===== src/rtl/line_decoder_pkg.sv =====
// Shared widths and the reversed one-hot decode used by the line decoder.
// Select index n lights output bit (OUT_W-1-n), so n=0 drives the MSB.
package line_decoder_pkg;

    localparam int SEL_W = 3;
    localparam int OUT_W = 8;

    // Reversed mapping: select 0 lights the MSB; disabled gives all zeros.
    function automatic logic [OUT_W-1:0] decode_rev(input logic en, input logic [SEL_W-1:0] sel);
        logic [OUT_W-1:0] one;
        one = OUT_W'(1);
        return en ? (one << (SEL_W'(OUT_W-1) - sel)) : '0;
    endfunction

endpackage


===== src/rtl/line_decoder_if.sv =====
// Select/enable inputs and decoded outputs of the line decoder.
// The master drives the select side; the slave is the decoder itself.
interface line_decoder_if;
    import line_decoder_pkg::*;

    logic             Enable;
    logic             A;
    logic             B;
    logic             C;
    logic [OUT_W-1:0] F;
    logic [OUT_W-1:0] F_q;
    logic             en_q;

    modport master (
        output Enable, A, B, C,
        input  F, F_q, en_q
    );

    modport slave (
        input  Enable, A, B, C,
        output F, F_q, en_q
    );

endinterface


===== src/rtl/line_decoder_reg.sv =====
// Output register for the decoder: holds the decoded lines plus the enable
// that qualifies them, cleared asynchronously by rst_n.
module line_decoder_reg
    import line_decoder_pkg::*;
(
    input  logic             clk,
    input  logic             rst_n,
    input  logic [OUT_W-1:0] d_f,
    input  logic             d_en,
    output logic [OUT_W-1:0] q_f,
    output logic             q_en
);

    // Loads every edge; there is no hold, so q always trails d by one cycle.
    always_ff @(posedge clk or negedge rst_n) begin
        if (!rst_n) begin
            q_f  <= '0;
            q_en <= 1'b0;
        end else begin
            q_f  <= d_f;
            q_en <= d_en;
        end
    end

endmodule


===== src/rtl/line_decoder.sv =====
// Enable-gated 3-to-8 reversed line decoder with a combinational output for
// same-cycle consumers and a registered copy for high fan-out destinations.
module line_decoder
    import line_decoder_pkg::*;
(
    input logic          clk,
    input logic          rst_n,
    line_decoder_if.slave bus
);

    logic [SEL_W-1:0] sel;
    logic [OUT_W-1:0] f;
    logic [OUT_W-1:0] f_q;
    logic             en_q;

    assign sel = {bus.A, bus.B, bus.C};

    // F ignores clk and rst_n so it keeps tracking the inputs through a reset.
    assign f = decode_rev(bus.Enable, sel);

    line_decoder_reg u_reg (
        .clk   (clk),
        .rst_n (rst_n),
        .d_f   (f),
        .d_en  (bus.Enable),
        .q_f   (f_q),
        .q_en  (en_q)
    );

    assign bus.F    = f;
    assign bus.F_q  = f_q;
    assign bus.en_q = en_q;

endmodule


===== src/flat_wrapper.sv =====
// flat-port wrapper written by rule: the top's interface ports become plain ports
module line_decoder_flat import line_decoder_pkg::*;
  (clk, rst_n, bus_Enable, bus_A, bus_B, bus_C, bus_F, bus_F_q, bus_en_q);
  line_decoder_if bus_i ();
  input logic clk;
  input logic rst_n;
  input wire logic [$bits(bus_i.Enable)-1:0] bus_Enable;
  input wire logic [$bits(bus_i.A)-1:0] bus_A;
  input wire logic [$bits(bus_i.B)-1:0] bus_B;
  input wire logic [$bits(bus_i.C)-1:0] bus_C;
  output wire logic [$bits(bus_i.F)-1:0] bus_F;
  output wire logic [$bits(bus_i.F_q)-1:0] bus_F_q;
  output wire logic [$bits(bus_i.en_q)-1:0] bus_en_q;
  assign bus_i.Enable = bus_Enable;
  assign bus_i.A = bus_A;
  assign bus_i.B = bus_B;
  assign bus_i.C = bus_C;
  assign bus_F = bus_i.F;
  assign bus_F_q = bus_i.F_q;
  assign bus_en_q = bus_i.en_q;
  line_decoder u_core (.clk(clk), .rst_n(rst_n), .bus(bus_i));
endmodule

===== config.mk =====
export PLATFORM = sky130hd
export DESIGN_NAME = line_decoder_flat
export DESIGN_NICKNAME = d
export VERILOG_FILES = /design/src/rtl/line_decoder_pkg.sv /design/src/rtl/line_decoder_if.sv /design/src/rtl/line_decoder_reg.sv /design/src/rtl/line_decoder.sv /design/src/flat_wrapper.sv
export SDC_FILE = /design/constraint.sdc
export NUM_CORES = 1
export LEC_CHECK = 0
export CAP_MARGIN = 20
export CORE_AREA = 2 2 39 41
export DETAILED_ROUTE_END_ITERATION = 8
export DIE_AREA = 0 0 41 43
export DONT_BUFFER_PORTS = 1
export SLEW_MARGIN = 20
export SYNTH_ARGS = -nofsm -noshare
export SYNTH_HDL_FRONTEND = slang
export SYNTH_HIERARCHICAL = 1
export SYNTH_SLANG_ARGS = --single-unit

===== constraint.sdc =====
create_clock -name clk -period 0.8 [get_ports clk]
set_clock_uncertainty 0.15 [all_clocks]
set_input_delay 0.04 -clock clk [delete_from_list [all_inputs] [get_ports clk]]
set_output_delay 0.04 -clock clk [all_outputs]
set_load 0.01 [all_outputs]

Yosys cells after proc, flatten, opt, wreduce, memory -nomap -nowiden. Index checks and enable logic that the tools add are counted.

Register bits: 9. Input port bits: 6. Word-level logic and storage cells: 5.

$add $sub $neg: 1. Shift operators: 1. Multiplexer cells: 1.

Operators by type and width (count): 8-bit two-way mux (1); 1-bit by 3-bit << shifter with 8-bit output (first input constant) (1); 3-bit subtractor (first input constant) (1).

Logic depth before layout (Yosys ltp).
Word-level depth: 3. Mapped depth: 1.

Cells and area by module. Netlist, hierarchy kept.

By module, submodules not included: line_decoder_reg (times used 1, cells each 9, area an instance 225.2 um^2); line_decoder (times used 1, cells each 8, area an instance 95.1 um^2).

Least setup slack after synthesis. Ideal clock, no wire load.

Kind: input port to flip-flop. Start: in bus_A. End: reg u_core.u_reg.q_f[7]. Library setup time: 144 ps. Arrival: 423 ps. Required time: 506 ps. Setup slack: 83 ps. Stages: 1. Buffers on the path: 0. Cells stage by stage: nor4b_2.

Longest elaborated chain between the ends: 3.

RTL lines: from (decl) (line flat_wrapper.sv:8) `input wire logic [$bits(bus_i.A)-1:0] bus_A;`; 3-bit subtractor (line line_decoder_pkg.sv:12) `return en ? (one << (SEL_W'(OUT_W-1) - sel)) : '0;`; 1-bit by 3-bit << shifter with 8-bit output (line line_decoder_pkg.sv:12); 8-bit two-way mux (line line_decoder_pkg.sv:12); to (signal assigned) (line line_decoder_reg.sv:17) `q_f <= '0;`; to (signal assigned) (line line_decoder_reg.sv:20) `q_f <= d_f;`; to (decl) (line line_decoder_reg.sv:10) `output logic [OUT_W-1:0] q_f,`.

No other way between the ends.

Final worst setup path.
Start: reg u_core.u_reg.q_en. End: out bus_en_q.

RTL lines: from (decl) (line line_decoder_reg.sv:11) `output logic q_en`; from (signal assigned) (line line_decoder_reg.sv:21) `q_en <= d_en;`; to (decl) (line flat_wrapper.sv:13) `output wire logic [$bits(bus_i.en_q)-1:0] bus_en_q;`.

No word-level cell between the ends.

==> impl_metrics.tcl <==
set metrics [dict create \
    cts_buffer_depth 2 \
    clock.fmax_mhz 1170 \
    min_period_over_period_pct 107 \
    drt_iter0_markers 1 \
    timing.hold.ws_ns -0.343 \
    die_h_um 43 \
    ir_worst_vdd_mv 0.425 \
    antenna_cells 0 \
    setup_slack_ns -0.0555 \
    avgSynthCellArea_sq_um 18.8 \
    grt_max_degree 10 \
    p_sw_uw 185 \
    wl_um 696 \
    synthArstFlopShare_pct 100 \
    io_pins 23 \
    synth-main-ff-cell "dfrtp_1" \
    maxSlewViolCount 0 \
    ys_warn_count 6 \
    powerDensity_nw_per_um2 2250 \
    comb_power_share_pct 4.6 \
    tightest_slew_ns 0.406 \
    first_global_vias 210 \
    dp_cells 34 \
    dr.pass1.iters 2 \
    synth_edf_count 0 \
    cts_root_buf "clkbuf_4" \
    post-route-drc-count 0 \
    startpoint "u_core/u_reg/q_en" \
    viasPerCell 5.13 \
    final_hold_viol_count 18 \
    rsz0062_at_grt "true" \
    cts_tree "done" \
    synth_top_cell_area_share_pct 70.3 \
    io_buffers 0 \
    h-tree-depth 1 \
    die_w_um 41 \
    postCtsHoldBufs 1 \
    slew_headroom_pct 72.8 \
    grt_pass1_wl_um 972 \
    p_int_uw 679 \
    stdcell_count 39 \
    synth.most_common_cell "dfrtp_1" \
    vias 200 \
    fin_crit_ns 0.855 \
    maxCapViolCount 0 \
    crit_type "reg2out" \
    synth_cells 17 \
    p_leak_nw 0.186 \
    layout-drive-gt1-share_pct 39.1 \
    synth-seq-area-share_pct 70.3 \
    p_sw_share_pct 21.4 \
    track_usage_pct 9.30 \
    start_util_pct 23.1 \
    grt_antenna_before_repair 0 \
    p_seq_share_pct 55.5 \
    cts_made_buffers 3 \
    antenna_left 0 \
    cp-end-kind "output pin" \
    clock_sink_count 9 \
    crit_required_ns 0.61 \
    min_path_type "in2reg" \
    fillers 145 \
    cp.arrival_ns 0.67 \
    failed_checks "hold timing, setup timing" \
    fin_setup_tns_ns -0.443 \
    gr-total-overflow 0 \
    die_area_sq_um 1760 \
    synth_area_sq_um 320 \
    path_clk_slew_ns 0.06 \
    postCtsSetupRepairBufs 0 \
    fp.coreArea_sq_um 1380 \
    synth-seq-cells 9 \
    ys_top_cells_by_area "dfrtp_1 70%, and4bb_1 7.8%, and4b_2 7.0%" \
    syn_nets 23 \
    critPathMaxFanout 1 \
    status "finished, violations left" \
    syn2layout_area_growth_pct 19.9 \
    row_count 14 \
    nets 30 \
    ys_top_cells_by_count "9 x dfrtp_1, 2 x and4b_2, 2 x and4bb_1" \
    synth_area_leader_cell "dfrtp_1" \
    yosysUniqueCellTypes 7 \
    p_clk_share_pct 39.9 \
    min_from "bus_Enable" \
    place.gp.congestion 0.671 \
    finalSetupViolations 9 \
    p_total_uw 864 \
    wire_per_inst_um 17.8 \
    cp-start-kind "register" \
]
-- metal layers --
layer	part of all wire (%)	vias up	track usage, %
li1	-	80	-
met1	31	98	7.24
met2	49	20	12.2
met3	19	2	8.38
met4	1.3	0	10.0
met5	0	-	0
-- cells by family (layout without fill, tap and decap cells) --
| group | count (synthesis) | count (layout) | synth area share [%] |
|---|---|---|---|
| buffers and inverters | 0 | 6 | 0 |
| and+or+nand+nor | 8 | 8 | 29.7 |
| DFF | 9 | 9 | 70.3 |
-- stage by stage --
step | setup WS (ns) | util, % | cell area, sq um
detailed placement | 0.107 | 25.1 | 348
floorplan | 0.0834 | - | 320
global placement | 0.113 | 25.1 | 348
finish | -0.0555 | 27.8 | 384
CTS | -0.0674 | 27.8 | 384
global route | -0.0834 | 27.8 | 384
-- sequential cells by signal (all words and copies together), names as in the netlist --
name / flops
u_core/u_reg/q_f: 8
u_core/u_reg/q_en: 1
-- power groups by stage --
stage / Sequential [mW] / Combinational [mW] / Clock, mW
detailed placement: 0.489 / 0.0284 / 0
CTS: 0.480 / 0.0410 / 0.364
global placement: 0.489 / 0.0285 / 0
global route: 0.481 / 0.0432 / 0.385
floorplan: 0.487 / 0.0237 / 0
finish: 0.480 / 0.0395 / 0.345
-- final timing paths --
path	end	slack, ns	cells past startpoint
hold / removal	u_core/u_reg/q_en	-0.34	0
setup / recovery	bus_en_q	-0.06	0
max in group asynchronous	u_core/u_reg/q_f[6]	0.22	1
min in group asynchronous	u_core/u_reg/q_f[4]	0	1
-- area by class of cell --
type	instances	area [sq um]	area share, %
Sequential cell	9	225	58.6
Timing Repair Buffer	2	17.5	4.56
Tap cell	16	20.0	5.21
Clock buffer	4	26.3	6.84
Multi-Input combinational cell	8	95.1	24.8
-- what timing repair did --
item	4_1_cts	5_1_grt
endpoints found under the setup margin	9	9
gates resized for setup	0	0
hold endpoints to repair	18	9
-- cells in the final DEF, fill, tap and decap left out --
cell and n:
and4bb_2 1, dlygate4sd3_1 1, and4_2 1, clkbuf_1 1
and4b_1 1, nor4b_2 1, clkbuf_4 3, buf_4 1
and4bb_1 2, dfrtp_1 9, and4b_2 2
(Power assumes the default switching activity.)
